<file path="src/rtl/ifetch_prefetch_queue_pkg.sv">
// Shared CPU definitions for the instruction-fetch front end:
// word width, reset vector, NOP encoding and the queue entry layout.
package ifetch_prefetch_queue_pkg;

  localparam int XLEN = 32;

  typedef logic [XLEN-1:0] word_t;

  localparam word_t RESET_VECTOR_DEFAULT = 32'h0000_0000;
  localparam word_t NOP_INSTR            = 32'h0000_0013;

  // One queue slot: the fetched word together with the address it came from.
  typedef struct packed {
    word_t pc;
    word_t instr;
  } qentry_t;

  function automatic word_t word_align(input word_t addr);
    return {addr[XLEN-1:2], 2'b00};
  endfunction

endpackage

</file>
<file path="src/rtl/ifetch_prefetch_queue_chk.sv">
// Protocol checks for the prefetch queue: a response must always find room,
// and a response must never arrive with no request outstanding.
module ifetch_prefetch_queue_chk (
  input logic clk,
  input logic rst_n,
  input logic push_req,
  input logic full,
  input logic resp_valid,
  input logic outst_zero
);

  a_no_push_on_full: assert property (@(posedge clk) disable iff (!rst_n)
    !(push_req && full));

  a_no_orphan_resp: assert property (@(posedge clk) disable iff (!rst_n)
    !(resp_valid && outst_zero));

endmodule

</file>
<file path="src/rtl/ifetch_prefetch_queue_sync_fifo.sv">
// Synchronous FIFO of {pc, instr} entries with a single-cycle flush.
// Push on full and pop on empty are ignored; flush has priority over both.
module sync_fifo
  import ifetch_prefetch_queue_pkg::*;
#(
  parameter int DEPTH = 4
) (
  input  logic                       clk,
  input  logic                       rst_n,
  input  logic                       flush,
  input  logic                       push,
  input  qentry_t                    push_data,
  input  logic                       pop,
  output qentry_t                    head,
  output logic [$clog2(DEPTH):0]     count,
  output logic                       full
);

  localparam int AW = $clog2(DEPTH);
  localparam int CW = AW + 1;

  qentry_t         mem_r [DEPTH];
  logic [AW-1:0]   wr_ptr_r;
  logic [AW-1:0]   rd_ptr_r;
  logic [CW-1:0]   count_r;
  logic            full_s;
  logic            do_push_s;
  logic            do_pop_s;

  // Qualify push/pop against occupancy and flush.
  always_comb begin
    full_s    = (count_r == CW'(DEPTH));
    do_push_s = push && !full_s && !flush;
    do_pop_s  = pop && (count_r != {CW{1'b0}}) && !flush;
  end

  // Storage write port; contents are only observed while count is non-zero.
  always_ff @(posedge clk) begin
    if (do_push_s) begin
      mem_r[wr_ptr_r] <= push_data;
    end
  end

  // Pointers and occupancy; DEPTH is a power of two so pointers wrap naturally.
  always_ff @(posedge clk or negedge rst_n) begin
    if (!rst_n) begin
      wr_ptr_r <= {AW{1'b0}};
      rd_ptr_r <= {AW{1'b0}};
      count_r  <= {CW{1'b0}};
    end else if (flush) begin
      wr_ptr_r <= {AW{1'b0}};
      rd_ptr_r <= {AW{1'b0}};
      count_r  <= {CW{1'b0}};
    end else begin
      if (do_push_s) begin
        wr_ptr_r <= wr_ptr_r + AW'(1);
      end
      if (do_pop_s) begin
        rd_ptr_r <= rd_ptr_r + AW'(1);
      end
      count_r <= count_r + CW'(do_push_s) - CW'(do_pop_s);
    end
  end

  // Head and status views.
  always_comb begin
    head  = mem_r[rd_ptr_r];
    count = count_r;
    full  = full_s;
  end

endmodule

</file>
<file path="src/rtl/ifetch_prefetch_queue.sv">
// Instruction prefetch queue: issues sequential word fetches under a credit
// limit, tracks in-order responses and discards those made stale by a redirect.
module ifetch_prefetch_queue
  import ifetch_prefetch_queue_pkg::*;
#(
  parameter logic [31:0] RESET_VECTOR = RESET_VECTOR_DEFAULT,
  parameter int          DEPTH        = 4,
  parameter int          MAX_OUTST    = 2
) (
  input  logic        clk_i,
  input  logic        reset_i,
  output logic        req_valid_o,
  output logic [31:0] req_addr_o,
  input  logic        req_ready_i,
  input  logic        resp_valid_i,
  input  logic [31:0] resp_data_i,
  output logic        instr_valid_o,
  output logic [31:0] instr_o,
  output logic [31:0] pc_o,
  input  logic        instr_ready_i,
  input  logic        redirect_i,
  input  logic [31:0] redirect_pc_i
);

  localparam int QCW = $clog2(DEPTH) + 1;
  localparam int OCW = $clog2(MAX_OUTST + 1);
  localparam int SW  = ((QCW > OCW) ? QCW : OCW) + 1;

  logic            run_r;
  word_t           fetch_pc_r;
  word_t           resp_pc_r;
  logic [OCW-1:0]  outst_r;
  logic [OCW-1:0]  discard_r;

  logic [QCW-1:0]  occ_s;
  logic            full_s;
  qentry_t         head_s;
  qentry_t         push_entry_s;
  logic            accept_s;
  logic            discard_now_s;
  logic            push_req_s;
  logic            push_s;
  logic            pop_s;
  logic [OCW-1:0]  outst_nxt_s;
  logic [OCW-1:0]  discard_nxt_s;

  // Fetch request: every queued word plus every in-flight request holds a slot.
  always_comb begin
    req_valid_o = run_r
               && ((SW'(occ_s) + SW'(outst_r)) < SW'(DEPTH))
               && (outst_r < OCW'(MAX_OUTST))
               && !redirect_i;
    req_addr_o  = fetch_pc_r;
    accept_s    = req_valid_o && req_ready_i;
  end

  // Response routing and credit/discard bookkeeping.
  always_comb begin
    discard_now_s = resp_valid_i && (discard_r != {OCW{1'b0}});
    push_req_s    = resp_valid_i && !discard_now_s && !redirect_i;
    push_s        = push_req_s && !full_s;
    pop_s         = instr_valid_o && instr_ready_i;
    outst_nxt_s   = outst_r + OCW'(accept_s) - OCW'(resp_valid_i);
    push_entry_s  = '{pc: resp_pc_r, instr: resp_data_i};
    // A redirect turns everything still in flight after this cycle into discards.
    if (redirect_i) begin
      discard_nxt_s = outst_nxt_s;
    end else begin
      discard_nxt_s = discard_r - OCW'(discard_now_s);
    end
  end

  // Fetch and response PC tracking; responses are in order so a counter suffices.
  always_ff @(posedge clk_i or negedge reset_i) begin
    if (!reset_i) begin
      run_r      <= 1'b0;
      fetch_pc_r <= RESET_VECTOR;
      resp_pc_r  <= RESET_VECTOR;
      outst_r    <= {OCW{1'b0}};
      discard_r  <= {OCW{1'b0}};
    end else begin
      run_r     <= 1'b1;
      outst_r   <= outst_nxt_s;
      discard_r <= discard_nxt_s;
      if (redirect_i) begin
        fetch_pc_r <= word_align(redirect_pc_i);
        resp_pc_r  <= word_align(redirect_pc_i);
      end else begin
        if (accept_s) begin
          fetch_pc_r <= fetch_pc_r + 32'd4;
        end
        if (push_req_s) begin
          resp_pc_r <= resp_pc_r + 32'd4;
        end
      end
    end
  end

  sync_fifo #(
    .DEPTH (DEPTH)
  ) u_queue (
    .clk       (clk_i),
    .rst_n     (reset_i),
    .flush     (redirect_i),
    .push      (push_s),
    .push_data (push_entry_s),
    .pop       (pop_s),
    .head      (head_s),
    .count     (occ_s),
    .full      (full_s)
  );

  // Head view; zero while empty so a flushed slot never leaks out.
  always_comb begin
    instr_valid_o = (occ_s != {QCW{1'b0}});
    if (instr_valid_o) begin
      instr_o = head_s.instr;
      pc_o    = head_s.pc;
    end else begin
      instr_o = 32'h0000_0000;
      pc_o    = 32'h0000_0000;
    end
  end

  ifetch_prefetch_queue_chk u_chk (
    .clk        (clk_i),
    .rst_n      (reset_i),
    .push_req   (push_req_s),
    .full       (full_s),
    .resp_valid (resp_valid_i),
    .outst_zero (outst_r == {OCW{1'b0}})
  );

endmodule

</file>
<file path="config.mk">
export PLATFORM = sky130hd
export DESIGN_NAME = ifetch_prefetch_queue
export DESIGN_NICKNAME = d
export VERILOG_FILES = /design/src/rtl/ifetch_prefetch_queue_pkg.sv /design/src/rtl/ifetch_prefetch_queue_chk.sv /design/src/rtl/ifetch_prefetch_queue_sync_fifo.sv /design/src/rtl/ifetch_prefetch_queue.sv
export SDC_FILE = /design/constraint.sdc
export NUM_CORES = 1
export LEC_CHECK = 0
export ABC_AREA = 1
export ABC_CLOCK_PERIOD_IN_PS = 10700
export BUFFER_PORTS_ARGS = -buffer_cell sky130_fd_sc_hd__buf_4
export CAP_MARGIN = 10
export CORE_MARGIN = 5
export CORE_UTILIZATION = 55
export CTS_BUF_LIST = sky130_fd_sc_hd__clkbuf_8
export CTS_CLUSTER_DIAMETER = 50
export CTS_CLUSTER_SIZE = 28
export DETAILED_ROUTE_END_ITERATION = 16
export PLACE_DENSITY_LB_ADDON = 0.3
export SYNTH_ARGS = -nofsm -noshare
export SYNTH_HDL_FRONTEND = slang
export SYNTH_HIERARCHICAL = 1
export SYNTH_SLANG_ARGS = --single-unit
</file>
<file path="constraint.sdc">
create_clock -name clk_i -period 10.7 [get_ports clk_i]
set_input_delay 2.14 -clock clk_i [delete_from_list [all_inputs] [get_ports clk_i]]
set_output_delay 2.14 -clock clk_i [all_outputs]
set_load 0.01 [all_outputs]
</file>
# --- Word-level counts from Yosys, hierarchy flattened ---
# Memories as Yosys holds them, arrays and structs flattened.
# Index checks and enable logic that the tools add are counted.
classes:
  n_addsub: 10
  order_cmp: 2
  eq_ne: 1
  muxes: 14
  n_reduce_logical: 22
op_table:
  columns: ["op", "count"]
  rows:
  - ["32-bit 2-to-1 mux", 6]
  - ["32-bit by 3-bit adder with 32-bit output (second input constant)", 2]
  - ["1-bit logical AND", 13]
  - ["2-bit 2-to-1 mux", 5]
  - ["2-bit nonzero test", 5]
  - ["2-bit by 1-bit adder with 2-bit output (second input constant)", 2]
  - ["3-bit by 2-bit adder with 4-bit output", 1]
  - ["4-bit by 3-bit less-than comparator with 1-bit output (second input constant)", 1]
  - ["2-bit by 1-bit subtractor with 2-bit output", 2]
  - ["3-bit by 1-bit adder with 3-bit output", 1]
  - ["3-bit equality test (second input constant)", 1]
  - ["1-bit logical NOT", 3]
  - ["3-bit 2-to-1 mux", 1]
  - ["3-bit nonzero test", 1]
  - ["3-bit by 1-bit subtractor with 3-bit output", 1]
  - ["2-bit by 1-bit adder with 2-bit output", 1]
  - ["2-bit less-than comparator (second input constant)", 1]
  - ["1-bit 2-to-1 mux", 2]
word_totals:
  regBits: 76
  ram_bits: 256
  in_bits: 70
  output_inout_bits: 98
  elab_cells: 58
  mem_count: 1
mem_list:
  columns: ["name", "words", "width", "read_ports", "rd_ports_with_merged_regs", "wr", "line", "source"]
  rows:
  - ["u_queue.mem_r", 4, 64, 1, 0, 1, "ifetch_prefetch_queue_sync_fifo.sv:22", "qentry_t mem_r [DEPTH];"]

# --- Depth between registers and ports, before layout ---
# Gate-level depths: netlist (run 1).
depth:
  word_depth: 11
  mapped_depth: 15
  depth_no_buf: 15

# --- By module ---
# Netlist (run 1), hierarchy kept.
modules_own_cells:
  columns: ["module", "instances", "cells_each", "area_per_inst_um2", "seq_area_each_um2"]
  rows:
  - ["sync_fifo", 1, 680, 10149.7, 7862.5]
  - ["ifetch_prefetch_queue", 1, 859, 5252.5, 1626.6]

# --- Least setup slack after synthesis (run 1) ---
# Ideal clock, no wire load.
synth_path:
  kind: "in2reg"
  start: "input port resp_valid_i"
  end: "memory u_queue/mem_r[0][0] (netlist bit), enable pin"
  setup_time_ns: 0.487
  arrival_time_ns: 5.829
  required_time_ns: 10.213
  setup_slack_ns: 4.385
  cell_stages: 8
  n_path_buf: 0
  path_cell_list: "inv_1 > nor3_4 > inv_2 > nor2_2 > inv_1 > nor2_1 > nand3_1 > nor2_1"
synth_between:
  elab_chain_cells: 9
synth_lines:
  columns: ["element", "line", "source"]
  rows:
  - ["start, declared", "ifetch_prefetch_queue.sv:15", "input logic resp_valid_i,"]
  - ["1-bit logical AND", "ifetch_prefetch_queue.sv:59", "discard_now_s = resp_valid_i && (discard_r != {OCW{1'b0}});"]
  - ["1-bit logical NOT", "ifetch_prefetch_queue.sv:60", "push_req_s = resp_valid_i && !discard_now_s && !redirect_i;"]
  - ["1-bit logical AND (*) (2 in series)", "ifetch_prefetch_queue.sv:60", null]
  - ["1-bit logical AND (*)", "ifetch_prefetch_queue.sv:61", "push_s = push_req_s && !full_s;"]
  - ["named net push_s", "ifetch_prefetch_queue.sv:42", "logic push_s;"]
  - ["1-bit logical AND (*) (2 in series)", "ifetch_prefetch_queue_sync_fifo.sv:33", "do_push_s = push && !full_s && !flush;"]
  - ["1-bit 2-to-1 mux (*)", "ifetch_prefetch_queue_sync_fifo.sv:39", "if (do_push_s) begin"]
  - ["1-bit 2-to-1 mux (not written as such) (*)", "ifetch_prefetch_queue_sync_fifo.sv:40", "mem_r[wr_ptr_r] <= push_data;"]
  - ["end, declared", "ifetch_prefetch_queue_sync_fifo.sv:22", null]
# The timed path passes the listed nets; every way through them passes the cells marked *.

==> results.md, run 1 <==
* Hold_buf cts at 0
* NumNets Final at 1772
* Drt pass-1 iters at 5
* Post-Synthesis Cells at 1539
* Hold Crit Class: reg -> reg
* Global-route wire length before repair at 55490 um
* Pleak at 7.117 nW
* Share of layout cells above drive strength 1 at 0.1855
* Crit end category: output pin
* DP Worst Slack at 5.405 ns
* Area growth, synth to finish at 13.74%
* Chip width at 177.3 um
* Number of setup buffers added after CTS at 0
* VDD IR-drop max at 0.00009312 V
* Port bufs at 163
* Switching Share at 0.2828
* CTS Buffer Depth at 3
* Critical Path RT at 8.56 ns
* Startpoint types: flip-flop
* Synthesized area at 15400 um^2
* Drt wl/cell at 16.63 um
* Seq/Total Area, Yosys at 0.6161
* Initial antenna violation count at 0
* Post-layout util at 0.6323
* H-Tree Level Count at 2
* DRC Markers at 0
* Setup TNS at 0 ns
* Crit-path max FO at 75
* DR vias at 11310
* Antenna-violating nets left at 0
* Cell area after placement at 16820 um^2
* Final Hold Vio Count at 0
* Gp weighted congestion at 0.8749
* IO Count at 168
* Hold EP: outst_r[0]$_DFF_PN0_
* Worst-Margin Slew at 0.9876 ns
* Distinct cells, synth at 45
* Cell taking the most area after synthesis: edfxtp_1
* Synth Register Bits at 328
* Hold Crit Depth at 1
* Via density at 5.405
* Slew Limit Fails at 0
* Initial Util at 0.5559
* Fmax at 182.7 MHz
* Synth Warn # at 6
* TritonCTS Buffers at 34
* Fill count at 2244
* Crit path kind: reg -> out
* Final WL at 34780 um
* Clock Skew at 0.04071 ns
* Final setup viols at 0
* Max-Cap Viols at 0
* R2R depth at 8
* Status: finished, final reports clean
* Combinational power share at 0.137
* Setup WS post-layout at 5.227 ns
* Largest net degree at the start of global routing at 81
* Vias in the first global route at 10970
* Internal Pwr Total at 2.002 mW
* FF-to-FF Start: discard_r[1]$_DFF_PN0_
* Clock share of power at 0.294
* Total chip power at 2.792 mW
* Most common cell after layout, fill and taps aside: nor2_1
* Clock slew at reported path FFs at 0.08 ns
* Unrepaired setup endpoints after global routing: no
* N_diodes at 0
* HP Start: outst_r[0]$_DFF_PN0_
* Full die area at 31450 um^2
* GRT Util Overall at 0.2208
* Top_reg_cell synth: edfxtp_1
* Final cell count without fillers at 2092
* Clock Root Buffer: clkbuf_8
* Core ar. at 27710 um^2
* Placed cells at 2031
* Hpwl dp at 21570 um
* Row count at 61
* Synth Area per Inst at 10.01 um^2
* Arrival time worst endpoint at 3.33 ns
* Clock sinks at 328
* Number of synthesized flops with an enable pin at 256
* Most frequent cells in the layout: 293 x nor2_1, 256 x edfxtp_1, 255 x nand2_1
* Initial DRC Count at 732
* Cts repair resizes at 0
* Fin crit period at 5.473 ns
* CTS tree: yes
* Final period utilization at 0.5115
* Grt ovf at 0
* Relative slew slack at 0.3416
* Post-synth top area share at 0.4991
* Async set or reset register ratio after synthesis at 0.2195
* Clk_lat worst skew at 0.55 ns
* Power per cell area at 159.4 nW/um^2
* Die H at 177.3 um
* Synth top area cells: edfxtp_1 50%, dfrtp_1 12%, nor2_1 7.2%
* Register-to-register setup slack at 7.23 ns
* Finished Cell Area at 17520 um^2
* R2R Path End: u_queue/mem_r[0][36]$_DFFE_PP_
* Psw at 0.7897 mW
* Final Hold Slack at 0.5401 ns
* Reg power frac at 0.569
## registers in the layout, indices dropped and copies added (netlist names)
name,cells
discard_r,2
req_addr_o,30
u_queue/wr_ptr_r,2
u_queue/rd_ptr_r,2
u_queue/mem_r,256
outst_r,2
resp_pc_r,30
u_queue/count,3
run_r,1
## logic make-up (layout without fill, tap and decap cells)
logic type	Yosys count	in the layout	synth area share
AO/OA/AOI/OAI	270	270	0.1049
XOR/XNOR	13	13	0.007392
adder cells (fa/ha/maj)	13	13	0.01105
buffers and inverters	214	380	0.06377
flip-flops	328	328	0.6161
other	2	11	0.0004876
AND/OR/NAND/NOR	699	699	0.1963
## synth_stat cells, drive strengths merged, types with 2 or more instances
library cell	n
nor2	333
nand2	266
edfxtp	256
o21ai	148
inv	142
dfrtp	72
o22ai	64
nand3	60
buf	54
a21oi	32
clkbuf	15
nand3b	15
ha	12
nand4	12
a31oi	10
nor3	10
o211ai	7
xor2	7
xnor2	6
o21bai	5
clkinv	3
a22oi	2
conb	2
or2	2
## per-layer routing
| metal | share of wire | vias to the layer above | track usage |
|---|---|---|---|
| met3 | 0.072 | 66 | 0.03877 |
| met2 | 0.47 | 402 | 0.3645 |
| met5 | 0 | - | 0 |
| met1 | 0.43 | 5362 | 0.3020 |
| li1 | - | 5478 | - |
| met4 | 0.025 | 0 | 0.06897 |
## critical path: stages, from the launching register on
cell and delay [ns]:
dfrtp_4 0.70, inv_4 0.55, buf_4 0.76, nor2_1 0.08, o22ai_1 0.19, inv_1 0.05, nor2_1 0.22, buf_4 0.18
## power by group through the flow
| stage | clock network (mW) | logic, mW | registers (mW) |
|---|---|---|---|
| 6_report | 0.821 | 0.383 | 1.59 |
| 5_1_grt | 0.894 | 0.433 | 1.60 |
| 4_1_cts | 0.843 | 0.386 | 1.59 |
| 3_5_place_dp | 0 | 0.385 | 1.61 |
| 3_3_place_gp | 0 | 0.374 | 1.61 |
| 2_1_floorplan | 0 | 0.238 | 1.59 |
## how the worst max path moves through the flow
stage,from,endpoint,slack [ns],depth (start not counted)
floorplan,resp_valid_i,u_queue/mem_r[0][0]$_DFFE_PP_,4.38,8
global placement,resp_valid_i,u_queue/mem_r[0][29]$_DFFE_PP_,5.44,10
detailed placement,resp_valid_i,u_queue/mem_r[0][29]$_DFFE_PP_,5.41,10
CTS,u_queue/rd_ptr_r[0]$_DFFE_PN0P_,pc_o[17],5.24,7
global route,u_queue/rd_ptr_r[0]$_DFFE_PN0P_,instr_o[17],5.01,7
finish,u_queue/rd_ptr_r[0]$_DFFE_PN0P_,pc_o[17],5.23,7
## area by class of cell
cell class              count  area (um^2)  area share
clock buffers              35        481.7     0.02750
inverters                 145        546.8     0.03121
multi-input cells        1006         5000      0.2854
repair buffers            174         1306     0.07456
clock inverters            26        217.7     0.01243
flip-flops and latches    328         9494      0.5419
well taps                 378        473.0     0.02700
(Power assumes the default switching activity.)
==> run 2, diff against run 1 <==
--- a/config.mk
+++ b/config.mk
@@ -6,7 +6,7 @@
 export NUM_CORES = 1
 export LEC_CHECK = 0
 export ABC_AREA = 1
-export ABC_CLOCK_PERIOD_IN_PS = 10700
+export ABC_CLOCK_PERIOD_IN_PS = 5600
 export BUFFER_PORTS_ARGS = -buffer_cell sky130_fd_sc_hd__buf_4
 export CAP_MARGIN = 10
 export CORE_MARGIN = 5
==> constraint.sdc (replaced) <==
create_clock -name clk_i -period 5.6 [get_ports clk_i]
set_input_delay 1.12 -clock clk_i [delete_from_list [all_inputs] [get_ports clk_i]]
set_output_delay 1.12 -clock clk_i [all_outputs]
set_load 0.01 [all_outputs]
==> run 2 against run 1 <==
Clock skew shrank 0.020 ns; critical path depth is the same; register-to-register slack got worse by 4.8 ns; flip-flop and latch count stayed put; wire length is 0.36% lower; non-clock buffer count grew 2; count of clock-buffer cells in the layout decreased by 3; clock power increased by 89%; critical path type unchanged; critical endpoint is now pc_o[11].
==> results.md, run 2 (same netlist as run 1, synthesis figures left out) <==
* Clock slew at reported path FFs at 0.11 ns (was 0.08 ns)
* Final Hold Slack at 0.5516 ns (was 0.5401 ns)
* Power per cell area at 302.1 nW/um^2 (was 159.4 nW/um^2)
* Worst-Margin Slew at 1.281 ns (was 0.9876 ns)
* Final cell count without fillers at 2089 (was 2092)
* Full die area at 31450 um^2 (unchanged)
* Fill count at 2241 (was 2244)
* DRC Markers at 0 (unchanged)
* H-Tree Level Count at 1 (was 2)
* Most common cell after layout, fill and taps aside: nor2_1 (unchanged)
* CTS tree: yes (unchanged)
* Max stage delay on crit path at 0.85 ns (was 0.76 ns)
* NumNets Final at 1770 (was 1772)
* Slowest CP cell: inv_4 (was buf_4)
* Relative slew slack at 0.1462 (was 0.3416)
* Setup WS post-layout at 1.198 ns (was 5.227 ns)
* Initial DRC Count at 851 (was 732)
* Crit-path max FO at 104 (was 75)
* CTS Buffer Depth at 3 (unchanged)
* N_diodes at 0 (unchanged)
* Cts repair resizes at 0 (unchanged)
* Core ar. at 27710 um^2 (unchanged)
* CP Buf/Inv Count at 4 (unchanged)
* Status: finished, final reports clean (unchanged)
* Hold_buf cts at 0 (unchanged)
* Final setup viols at 0 (unchanged)
* VDD IR-drop max at 0.0002011 V (was 0.00009312 V)
* Global-route wire length before repair at 55480 um (was 55490 um)
* Startpoint types: flip-flop (unchanged)
* Hold Crit Class: reg -> reg (unchanged)
* Final period utilization at 0.7861
* Final Hold Vio Count at 0 (unchanged)
* Arrival time worst endpoint at 3.28 ns (was 3.33 ns)
* Slew Limit Fails at 0 (unchanged)
* Max reg flops at 256 (unchanged)
* Drt pass-1 iters at 5 (unchanged)
* Setup TNS at 0 ns (unchanged)
* Delay-heaviest family, CP: buffers and inverters (unchanged)
* Grt ovf at 0 (unchanged)
* Pleak at 7.133 nW (was 7.117 nW)
* Clk_lat worst skew at 0.58 ns (was 0.55 ns)
* IO Count at 168 (unchanged)
* TritonCTS Buffers at 30 (was 34)
* Most frequent cells in the layout: 293 x nor2_1, 256 x edfxtp_1, 255 x nand2_1 (unchanged)
* Reg with most FFs: u_queue/mem_r (unchanged)
* Placed cells at 2033 (was 2031)
* Antenna-violating nets left at 0 (unchanged)
* Area growth, synth to finish at 14.14% (was 13.74%)
* Drt wl/cell at 16.59 um (was 16.63 um)
* CP cell instances: inv_4 -> buf_4 -> nor2_1 -> o22ai_1 -> inv_1 -> nor2_1 -> buf_4 (unchanged)
* Hpwl dp at 21630 um (was 21570 um)
* DR vias at 11320 (was 11310)
* Post-layout util at 0.6346 (was 0.6323)
* Critical Path RT at 4.48 ns (was 8.56 ns)
* Clock sinks at 328 (unchanged)
* Fmax at 227.2 MHz
* Clock Root Buffer: clkbuf_8 (unchanged)
* Clock Skew at 0.02062 ns (was 0.04071 ns)
* Crit path kind: reg -> out (unchanged)
* Unrepaired setup endpoints after global routing: no (unchanged)
* Chip width at 177.3 um (unchanged)
* Via density at 5.419 (was 5.405)
* Share of layout cells above drive strength 1 at 0.1853 (was 0.1855)
* Port bufs at 163 (unchanged)
* Row count at 61 (unchanged)
* Fin crit period at 4.402 ns
* Initial Util at 0.5559 (unchanged)
* Gp weighted congestion at 0.9433 (was 0.8749)
* Vias in the first global route at 11020 (was 10970)
* Initial antenna violation count at 0 (unchanged)
* Largest net degree at the start of global routing at 105 (was 81)
* GRT Util Overall at 0.2182 (was 0.2208)
* Number of setup buffers added after CTS at 0 (unchanged)
* DP Worst Slack at 1.637 ns (was 5.405 ns)
* Die H at 177.3 um (unchanged)
* Crit end category: output pin (unchanged)
* Max-Cap Viols at 0 (unchanged)
* Final WL at 34660 um (was 34780 um)
## run 2: changes by cell type in the layout (fill, tap and decap cells not counted), sizes merged
cell / delta
buf: +2
inv: +2
clkinvlp: -4
clkbuf: -3
## run 2: power breakdown
group / internal, mW / total (mW) / switching, mW
clock network: 0.677 / 1.55 / 0.872
registers: 2.82 / 3.03 / 0.210
logic: 0.299 / 0.732 / 0.433
## run 2: per-layer routing
metal | up-vias | global-route usage | wire length, um
li1 | 5487 | - | -
met1 | 5402 | 0.2980 | 14560
met2 | 381 | 0.3724 | 16890
met3 | 50 | 0.03046 | 2526
met4 | 0 | 0.05640 | 675
met5 | - | 0 | 0
## run 2: worst paths after layout
path,from,end,slack [ns],cells after the start
setup / recovery,u_queue/rd_ptr_r[0]$_DFFE_PN0P_,pc_o[11],1.20,7
hold / removal,outst_r[1]$_DFF_PN0_,outst_r[1]$_DFF_PN0_,0.55,1
setup reg to reg,discard_r[1]$_DFF_PN0_,u_queue/count[2]$_DFF_PN0_,2.46,14
hold reg to reg,outst_r[1]$_DFF_PN0_,outst_r[1]$_DFF_PN0_,0.55,1
max in group asynchronous,reset_i,u_queue/rd_ptr_r[0]$_DFFE_PN0P_,4.23,1
min in group asynchronous,reset_i,u_queue/count[2]$_DFF_PN0_,0.68,1
## run 2: layout make-up
| type | instances | area, um^2 | area share |
|---|---|---|---|
| Sequential cell | 328 | 9494 | 0.5400 |
| Timing Repair Buffer | 176 | 1371 | 0.07800 |
| Tap cell | 378 | 473.0 | 0.02690 |
| Clock buffer | 32 | 440.4 | 0.02505 |
| Clock inverter | 24 | 255.2 | 0.01452 |
| Inverter | 145 | 546.8 | 0.03110 |
| Multi-Input combinational cell | 1006 | 5000 | 0.2844 |
## run 2: stage by stage
| stage | instance area [um^2] | total power [mW] |
|---|---|---|
| after floorplan | 15440 | 3.485 |
| after global placement | 16880 | 3.788 |
| after detailed placement | 16880 | 3.817 |
| after CTS | 17580 | 5.354 |
| after global routing | 17580 | 5.581 |
| final | 17580 | 5.311 |
==> run 3, diff against run 2 <==
--- a/config.mk
+++ b/config.mk
@@ -5,8 +5,8 @@
 export SDC_FILE = /design/constraint.sdc
 export NUM_CORES = 1
 export LEC_CHECK = 0
-export ABC_AREA = 1
-export ABC_CLOCK_PERIOD_IN_PS = 5600
+export ABC_AREA = 0
+export ABC_CLOCK_PERIOD_IN_PS = 4500
 export BUFFER_PORTS_ARGS = -buffer_cell sky130_fd_sc_hd__buf_4
 export CAP_MARGIN = 10
 export CORE_MARGIN = 5
==> constraint.sdc (replaced) <==
create_clock -name clk_i -period 4.5 [get_ports clk_i]
set_input_delay 0.9 -clock clk_i [delete_from_list [all_inputs] [get_ports clk_i]]
set_output_delay 0.9 -clock clk_i [all_outputs]
set_load 0.01 [all_outputs]
==> run 3 against run 2 <==
Design area down 7.6%; combinational power down 18%; sequential share of layout area up 4.5 points; sequential power up 17%; count of clock-buffer cells in the layout unchanged; worst setup slack worse by 0.28 ns; non-clock buffer count down 2; critical path depth down 3; global-route usage down 2.7 points; critical endpoint is now pc_o[0]; utilization up 1.4 points; clock skew up 0.0027 ns; critical path type unchanged; synthesized cell count down 46%.
==> results.md, run 3 <==
* Unrepaired setup endpoints after global routing: no (unchanged)
* Distinct cells, synth at 51 (was 45)
* Synth Register Bits at 328 (unchanged)
* Final Hold Slack at 0.4292 ns (was 0.5516 ns)
* Max reg flops at 256 (unchanged)
* Setup TNS at 0 ns (unchanged)
* R2R Path End: u_queue/count[2]$_DFF_PN0_ (unchanged)
* Delay-heaviest family, CP: flip-flops (was buffers and inverters)
* Die H at 168.8 um (was 177.3 um)
* Fmax at 278.9 MHz
* CP cell instances: buf_4 -> mux4_2 -> and2_1 -> buf_4 (was inv_4 -> buf_4 -> nor2_1 -> o22ai_1 -> inv_1 -> nor2_1 -> buf_4)
* Clock Root Buffer: clkbuf_8 (unchanged)
* Cell area after placement at 15480 um^2 (was 16880 um^2)
* Pleak at 5.797 nW (was 7.133 nW)
* Crit-path max FO at 31 (was 104)
* Slowest CP cell: dfrtp_4 (was inv_4)
* Cts repair resizes at 0 (unchanged)
* Finished Cell Area at 16240 um^2 (was 17580 um^2)
* Arrival time worst endpoint at 2.69 ns (was 3.28 ns)
* FF-to-FF Start: u_queue/count[0]$_DFF_PN0_ (was discard_r[1]$_DFF_PN0_)
* Port bufs at 163 (unchanged)
* Final Hold Vio Count at 0 (unchanged)
* Most frequent cells in the layout: 256 x edfxtp_1, 169 x buf_4, 70 x dfrtp_1 (was 293 x nor2_1, 256 x edfxtp_1, 255 x nand2_1)
* Post-layout util at 0.6486 (was 0.6346)
* DR vias at 7594 (was 11320)
* Cell taking the most area after synthesis: edfxtp_1 (unchanged)
* Met1 wire length at 11930 um (was 14560 um)
* Gp weighted congestion at 0.8192 (was 0.9433)
* DP Worst Slack at 1.090 ns (was 1.637 ns)
* Clock slew at reported path FFs at 0.09 ns (was 0.11 ns)
* Synthesized area at 13870 um^2 (was 15400 um^2)
* Final period utilization at 0.7967
* Area growth, synth to finish at 17.04% (was 14.14%)
* Clock sinks at 328 (unchanged)
* TritonCTS Buffers at 31 (was 30)
* Switching Share at 0.2542 (was 0.2852)
* Psw at 1.580 mW (was 1.515 mW)
* Hold_buf cts at 0 (unchanged)
* Top_reg_cell synth: edfxtp_1 (unchanged)
* CTS tree: yes (unchanged)
* Fin crit period at 3.585 ns
* Startpoint types: flip-flop (unchanged)
* Initial Util at 0.5542 (was 0.5559)
* Synth Area per Inst at 16.82 um^2 (was 10.01 um^2)
* Largest net degree at the start of global routing at 73 (was 105)
* Number of synthesized flops with an enable pin at 256 (unchanged)
* Slew Limit Fails at 0 (unchanged)
* Seq/Total Area, Yosys at 0.6839 (was 0.6161)
* Combinational power share at 0.096 (was 0.138)
* Initial DRC Count at 545 (was 851)
* Worst-Margin Slew at 0.9315 ns (was 1.281 ns)
* Chip width at 168.8 um (was 177.3 um)
* Initial antenna violation count at 0 (unchanged)
* Final WL at 27200 um (was 34660 um)
* N_diodes at 0 (unchanged)
* Crit-path most repeated cell: buf_4
* Hpwl dp at 17480 um (was 21630 um)
* Relative slew slack at 0.3790 (was 0.1462)
* DR top layer: met4 (unchanged)
* Crit path kind: reg -> out (unchanged)
* Final setup viols at 0 (unchanged)
* IO Count at 168 (unchanged)
* Via density at 5.596 (was 5.419)
* Synth top area cells: edfxtp_1 55%, dfrtp_1 13%, mux4_2 10% (was edfxtp_1 50%, dfrtp_1 12%, nor2_1 7.2%)
* Synth Warn # at 6 (unchanged)
* VDD IR-drop max at 0.0002972 V (was 0.0002011 V)
* H-Tree Level Count at 1 (unchanged)
* Post-Synthesis Cells at 825 (was 1539)
* Setup WS post-layout at 0.9149 ns (was 1.198 ns)
* Vias in the first global route at 7846 (was 11020)
* Met2 WL at 12750 um (was 16890 um)
* Register-to-register setup slack at 1.50 ns (was 2.46 ns)
* R2R depth at 12 (was 14)
* Reg power frac at 0.572 (was 0.570)
* NumNets Final at 1085 (was 1770)
* Crit end category: output pin (unchanged)
* Internal Pwr Total at 4.634 mW (was 3.797 mW)
* Number of setup buffers added after CTS at 0 (unchanged)
* Max stage delay on crit path at 0.82 ns (was 0.85 ns)
* Post-synth top cells: 256 x edfxtp_1, 72 x dfrtp_1, 69 x and2_1, 64 x mux4_2, 33 x xnor2_1 (was 297 x nor2_1, 256 x edfxtp_1, 255 x nand2_1, 135 x inv_1, 75 x o21ai_1)
* Grt ovf at 0 (unchanged)
* Async set or reset register ratio after synthesis at 0.2195 (unchanged)
* Hold Crit Class: in -> async (was reg -> reg)
* Row count at 58 (was 61)
* Clk_lat worst skew at 0.59 ns (was 0.58 ns)
* Status: finished, final reports clean (unchanged)
* Most common cell in the netlist: edfxtp_1 (was nor2_1)
* Global-route wire length before repair at 43540 um (was 55480 um)
* Total chip power at 6.214 mW (was 5.311 mW)
* Critical Path RT at 3.60 ns (was 4.48 ns)
* Placed cells at 1299 (was 2033)
* Share of layout cells above drive strength 1 at 0.3340 (was 0.1853)
* DRC Markers at 0 (unchanged)
* Most common cell after layout, fill and taps aside: edfxtp_1 (was nor2_1)
* Power per cell area at 382.6 nW/um^2 (was 302.1 nW/um^2)
* Drt pass-1 iters at 5 (unchanged)
* CTS Buffer Depth at 3 (unchanged)
* Drt wl/cell at 20.04 um (was 16.59 um)
* Clock Skew at 0.02331 ns (was 0.02062 ns)
* Antenna-violating nets left at 0 (unchanged)
* GRT Util Overall at 0.1917 (was 0.2182)
* Full die area at 28500 um^2 (was 31450 um^2)
* Clock share of power at 0.332 (was 0.292)
* Final cell count without fillers at 1357 (was 2089)
* Post-synth top area share at 0.5541 (was 0.4991)
* CP Buf/Inv Count at 2 (was 4)
* Reg with most FFs: u_queue/mem_r (unchanged)
* WL met3 at 2101 um (was 2526 um)
* Core ar. at 25040 um^2 (was 27710 um^2)
* Max-Cap Viols at 0 (unchanged)
run 3: cell count changes in the layout (fill, tap and decap cells not counted), moves of 40 or more:
cell	before	now
nand3_1	60	20
and2_1	0	65
inv_1	136	17
o21ai_0	73	9
nand2_1	255	30
nor2_1	293	19
mux4_2	0	64
o22ai_1	44	0
o21ai_1	75	0
run 3: how the worst max path moves through the flow:
stage	end	start	slack, ns	depth (start not counted)
after global placement	u_queue/count[2]$_DFF_PN0_	resp_valid_i	1.17	13
after CTS	pc_o[12]	u_queue/rd_ptr_r[0]$_DFFE_PN0P_	0.79	4
after global routing	instr_o[22]	u_queue/rd_ptr_r[0]$_DFFE_PN0P_	0.67	4
after floorplan	u_queue/mem_r[0][0]$_DFFE_PP_	redirect_i	0.67	6
final	pc_o[0]	u_queue/rd_ptr_r[0]$_DFFE_PN0P_	0.91	4
after detailed placement	u_queue/count[2]$_DFF_PN0_	resp_valid_i	1.09	13
run 3: power groups by stage:
stage	Sequential, mW	Combinational, mW	Clock, mW
after floorplan	3.59	0.332	0
final	3.55	0.599	2.06
after CTS	3.55	0.611	2.11
after global routing	3.58	0.670	2.24
after global placement	3.61	0.592	0
after detailed placement	3.62	0.609	0
run 3: per-layer routing:
metal / track usage / vias up
met1: 0.2889 / 3784
met2: 0.2989 / 266
met4: 0.03564 / 0
met3: 0.03807 / 36
met5: 0 / -
li1: - / 3508
run 3: cells by family after synthesis:
logic type | after synthesis | synth area share
DFF | 328 | 0.6839
buffers and inverters | 57 | 0.02083
adders and majority gates | 13 | 0.01226
AOI/OAI and AO/OA | 43 | 0.01984
muxes | 94 | 0.1281
and+or+nand+nor | 228 | 0.09658
xor gates and xnor gates | 60 | 0.03788
other | 2 | 0.0005413
run 3: final cells by class:
cell class,instances,area [um^2]
sequential,328,9494
multi-input combinational,449,4136
tap,330,412.9
clock inverter,26,319.1
fill,1812,8797
clock buffer,32,440.4
inverter,18,67.56
timing repair buffer,174,1369
